$ cat config.mk
export PLATFORM = sky130hd
export DESIGN_NAME = alu_seq
export DESIGN_NICKNAME = d
export VERILOG_FILES = /design/src/rtl/alu_seq.sv
export SDC_FILE = /design/constraint.sdc
export NUM_CORES = 1
export LEC_CHECK = 0
export BUFFER_PORTS_ARGS = -buffer_cell sky130_fd_sc_hd__buf_4
export CORE_UTILIZATION = 42
export DETAILED_ROUTE_END_ITERATION = 8
export PLACE_DENSITY_LB_ADDON = 0.12
export SYNTH_ARGS = -nofsm -noshare
export SYNTH_HDL_FRONTEND = slang
export SYNTH_SLANG_ARGS = --single-unit
$ cat constraint.sdc
create_clock -name i_clk -period 1.7 [get_ports i_clk]
set_clock_uncertainty 0.15 [all_clocks]
set_input_delay 0.255 -clock i_clk [delete_from_list [all_inputs] [get_ports i_clk]]
set_output_delay 0.255 -clock i_clk [all_outputs]
set_load 0.02 [all_outputs]
$ cat src/rtl/alu_seq.sv
//==============================================================================
// Module      : alu_seq
// Description : Command sequencer for the 4-function ALU. It registers the
//               operands onto the ALU, waits LAT cycles, then captures and
//               presents the result.
// Revision    : 1.0 - initial release
//==============================================================================
`default_nettype none

module alu_seq #(
    parameter int WIDTH = 8,
    parameter int LAT   = 1
) (
    input  logic                 i_clk,
    input  logic                 i_rst_n,
    input  logic                 i_cmd_valid,
    output logic                 o_cmd_ready,
    input  logic [WIDTH-1:0]     i_cmd_A,
    input  logic [WIDTH-1:0]     i_cmd_B,
    input  logic [1:0]           i_cmd_mode,
    input  logic                 i_cmd_chain,
    output logic [WIDTH-1:0]     o_alu_A,
    output logic [WIDTH-1:0]     o_alu_B,
    output logic [1:0]           o_alu_mode,
    input  logic [2*WIDTH-1:0]   i_alu_out,
    output logic                 o_res_valid,
    input  logic                 i_res_ready,
    output logic [2*WIDTH-1:0]   o_res,
    output logic                 o_ovf,
    output logic                 o_busy
);

    localparam logic [1:0] c_st_idle = 2'd0;
    localparam logic [1:0] c_st_exec = 2'd1;
    localparam logic [1:0] c_st_done = 2'd2;

    // LAT is limited to 1..15, so a 4-bit down-counter is enough.
    localparam logic [3:0] c_cnt_init = 4'(LAT - 1);

    logic [1:0]         r_state;
    logic [3:0]         r_cnt;
    logic [WIDTH-1:0]   r_alu_a;
    logic [WIDTH-1:0]   r_alu_b;
    logic [1:0]         r_alu_mode;
    logic [2*WIDTH-1:0] r_res;
    logic               r_ovf;
    logic [WIDTH-1:0]   r_last_lo;

    logic               w_accept;
    logic               w_ovf;

    assign w_accept = (r_state == c_st_idle) && i_cmd_valid;
    assign w_ovf    = |i_alu_out[2*WIDTH-1:WIDTH];

    always_ff @(posedge i_clk or negedge i_rst_n) begin
        if (!i_rst_n) begin
            r_state    <= c_st_idle;
            r_cnt      <= 4'd0;
            r_alu_a    <= '0;
            r_alu_b    <= '0;
            r_alu_mode <= 2'b00;
            r_res      <= '0;
            r_ovf      <= 1'b0;
            r_last_lo  <= '0;
        end else begin
            case (r_state)
                c_st_idle: begin
                    if (w_accept) begin
                        r_alu_a    <= i_cmd_chain ? r_last_lo : i_cmd_A;
                        r_alu_b    <= i_cmd_B;
                        r_alu_mode <= i_cmd_mode;
                        r_cnt      <= c_cnt_init;
                        r_state    <= c_st_exec;
                    end
                end
                c_st_exec: begin
                    if (r_cnt == 4'd0) begin
                        r_res     <= i_alu_out;
                        r_ovf     <= w_ovf;
                        // Only the low half is ever reused as a chained operand.
                        r_last_lo <= i_alu_out[WIDTH-1:0];
                        r_state   <= c_st_done;
                    end else begin
                        r_cnt <= r_cnt - 4'd1;
                    end
                end
                c_st_done: begin
                    if (i_res_ready) begin
                        r_state <= c_st_idle;
                    end
                end
                default: begin
                    r_state <= c_st_idle;
                end
            endcase
        end
    end

    // Status outputs are straight decodes of the state register.
    assign o_cmd_ready = (r_state == c_st_idle);
    assign o_busy      = (r_state != c_st_idle);
    assign o_res_valid = (r_state == c_st_done);
    assign o_alu_A     = r_alu_a;
    assign o_alu_B     = r_alu_b;
    assign o_alu_mode  = r_alu_mode;
    assign o_res       = r_res;
    assign o_ovf       = r_ovf;

endmodule

`default_nettype wire
==> impl_metrics.yaml <==
detailed_routing:
  wirelength_mm: 3.94
  via_count: 1407
  drt_iter0_drc: 33
  wire_per_inst_um: 14.1
  dr.pass1.iters: 4
  postRouteAntennaNets: 0
  drc: 0
  viasPerCell: 5.03
critical_path:
  crit_type: "register to register"
  critPathCaptureType: "register"
  arrival_ns: 1.69
  critPathRequiredTime_ns: 1.73
  cp-start-kind: "register"
  crit_path_max_fanout: 4
global_routing:
  antenna_found_initial: 0
  track_usage_pct: 17.4
  grt_max_degree: 42
  grt_pass1_vias: 1236
  grt_pass1_wl_mm: 5.71
  overflow: 0
yosys:
  synth_edf_count: 0
  synth_cells: 135
  ys_seq_elements: 41
  synthArstFlopShare_pct: 100
  synth.most_common_cell: "dfrtp_1"
  yosysWarnings: 0
  syn_area_mm2: 0.00180
  yosysTopAreaCell: "dfrtp_1"
  syn-mean-instance-area_um2: 13.3
  synthFlopType: "dfrtp_1"
  syn_nets: 175
  synth_top_area_share_pct: 56.9
  synth_commonest_cells: "dfrtp_1, mux2_2, nor2_1, a21oi_1, mux2_4"
  ys_seq_area_share_pct: 56.9
  ys_types: 30
  synthTopCellsByArea: "dfrtp_1, mux2_2, mux2_4"
run:
  cap_violations: 0
floorplan:
  die_w_um: 67.5
  dieArea_mm2: 0.00456
  rows: 23
  die_y_um: 67.5
  start_util_pct: 44.4
  core_region_area_mm2: 0.00406
  pin_count: 77
finish:
  area_growth_pct: 49.5
  drive_gt1_share_pct: 59.1
  final_nets: 269
  final.fill_count: 314
  diodes: 0
  postLayoutCellArea_mm2: 0.00269
cts:
  clk_pin_slew_ns: 0.08
  cts_made_buffers: 5
  cts_tree: "done"
  cts_buffer_depth: 2
  insertion_delay_ns: 0.29
  cts_num_sinks: 41
  root_buffer: "clkbuf_8"
  h-tree-depth: 2
timing:
  period_minus_slack_ns: 1.66
  layout_setup_ws_ns: 0.0415
  hold_viol: 0
  final-setup-viol-count: 0
  max_freq_ghz: 0.603
  period_share_pct: 97.6
  maxSlewHeadroom_pct: 65.8
  rsz0062_at_grt: "true"
  drv_slew: 0
  finalSetupTns_ns: 0
  worst_pin_slew_ns: 0.512
  hold-worst-slack_ns: 0.00896
power:
  power_density_mw_per_mm2: 2120
  irDropWorstVdd_mv: 1.02
  leakagePower_nw: 1.31
placed_design:
  dp_slack_ns: -0.0390
  place_area_mm2: 0.00246
  gp_congestion: 0.852
  dp_hpwl_mm: 2.73
  io_buffers: 76
worst_hold_path:
  min_path_type: "input pin to register"
status:
  status: "finished, final reports clean"
[state kept, by name, indices dropped and copies added (netlist names)]
signal	flops
o_alu_A	8
o_alu_B	8
o_alu_mode	2
o_ovf	1
o_res	16
r_cnt	4
r_state	2
[worst paths after layout]
check / cells after the start / end / slack (ns) / start
max in group asynchronous: 2 / r_state[0] / 0.68 / i_rst_n
setup reg to reg: 6 / o_res[13] / 0.04 / r_cnt[0]
min in group asynchronous: 2 / o_alu_B[6] / 0.32 / i_rst_n
setup / recovery: 6 / o_res[13] / 0.04 / r_cnt[0]
hold / removal: 2 / r_state[1] / 0.009 / i_res_ready
hold reg to reg: 1 / o_alu_mode[1] / 0.37 / o_alu_mode[1]
[where the power goes]
part	leakage (nW)	switching (W)	internal, W
sequential	0.477	0.000337	0.00147
combinational	0.780	0.00148	0.00160
clock	0.0574	0.000335	0.000477
total	1.31	0.00215	0.00354
[cell type report]
cell class,count,area (µm²),share of cell area (%)
clock buffers,6,82.6,3.07
well taps,50,62.6,2.32
flip-flops and latches,41,1030,38.2
multi-input cells,86,773,28.7
clock inverters,2,37.5,1.39
inverters,4,15.0,0.557
repair buffers,91,693,25.7
[through the flow]
stage          total power, W  instances  util (%)
3_5_place_dp          0.00461        262      60.6
2_1_floorplan         0.00354        135         -
5_1_grt               0.00603        280      66.4
6_report              0.00570        280      66.4
4_1_cts               0.00553        274      64.5
3_3_place_gp          0.00451        262      60.6
[cell usage in the layout (no fill, tap or decap), drive strengths merged]
cell         count
buf             90
dfrtp           41
mux2            27
nor2            10
nand2           10
a21oi            9
mux2i            8
clkbuf           6
inv              4
nand3            3
a32oi            2
o21ai            2
nor3             2
nor4             2
nor3b            2
or2              1
nand2b           1
or3b             1
o21bai           1
nor4bb           1
nor2b            1
nor4b            1
o211ai           1
ha               1
clkinvlp         1
bufinv           1
dlygate4sd3      1
[repair_timing]
action                     in CTS  in global routing
hold buffers                    1                  0
hold endpoints to repair       41                  0
setup endpoints to repair      19                 34
gates cloned                    1                  1
resized for setup               3                  6
buffers inserted                2                  5
pin swaps                       0                  1
[cell families after synthesis]
family,Yosys count,synth area share [%]
adder cells (fa/ha/maj),1,0.694
flip-flops,41,56.9
AND/OR/NAND/NOR,33,11.1
multiplexers,35,23.2
AO/OA/AOI/OAI,15,4.86
buffers and inverters,10,3.19
[per-layer routing]
| layer | part of all wire (%) | routed length, µm | vias to the layer above | GRT usage, % |
|---|---|---|---|---|
| li1 | - | - | 668 | - |
| met1 | 43 | 1690 | 687 | 20.9 |
| met2 | 50 | 1950 | 48 | 28.7 |
| met3 | 6.0 | 238 | 4 | 4.05 |
| met4 | 1.2 | 49 | 0 | 8.78 |
| met5 | 0 | 0 | - | 0 |
[critical path, stage by stage, from the launching register on]
cell     delay [ns]
dfrtp_1        0.39
inv_2          0.08
ha_4           0.14
nor4b_4        0.21
buf_4          0.20
nand2_4        0.08
mux2_4         0.30
Power figures use the tool's default switching activity.
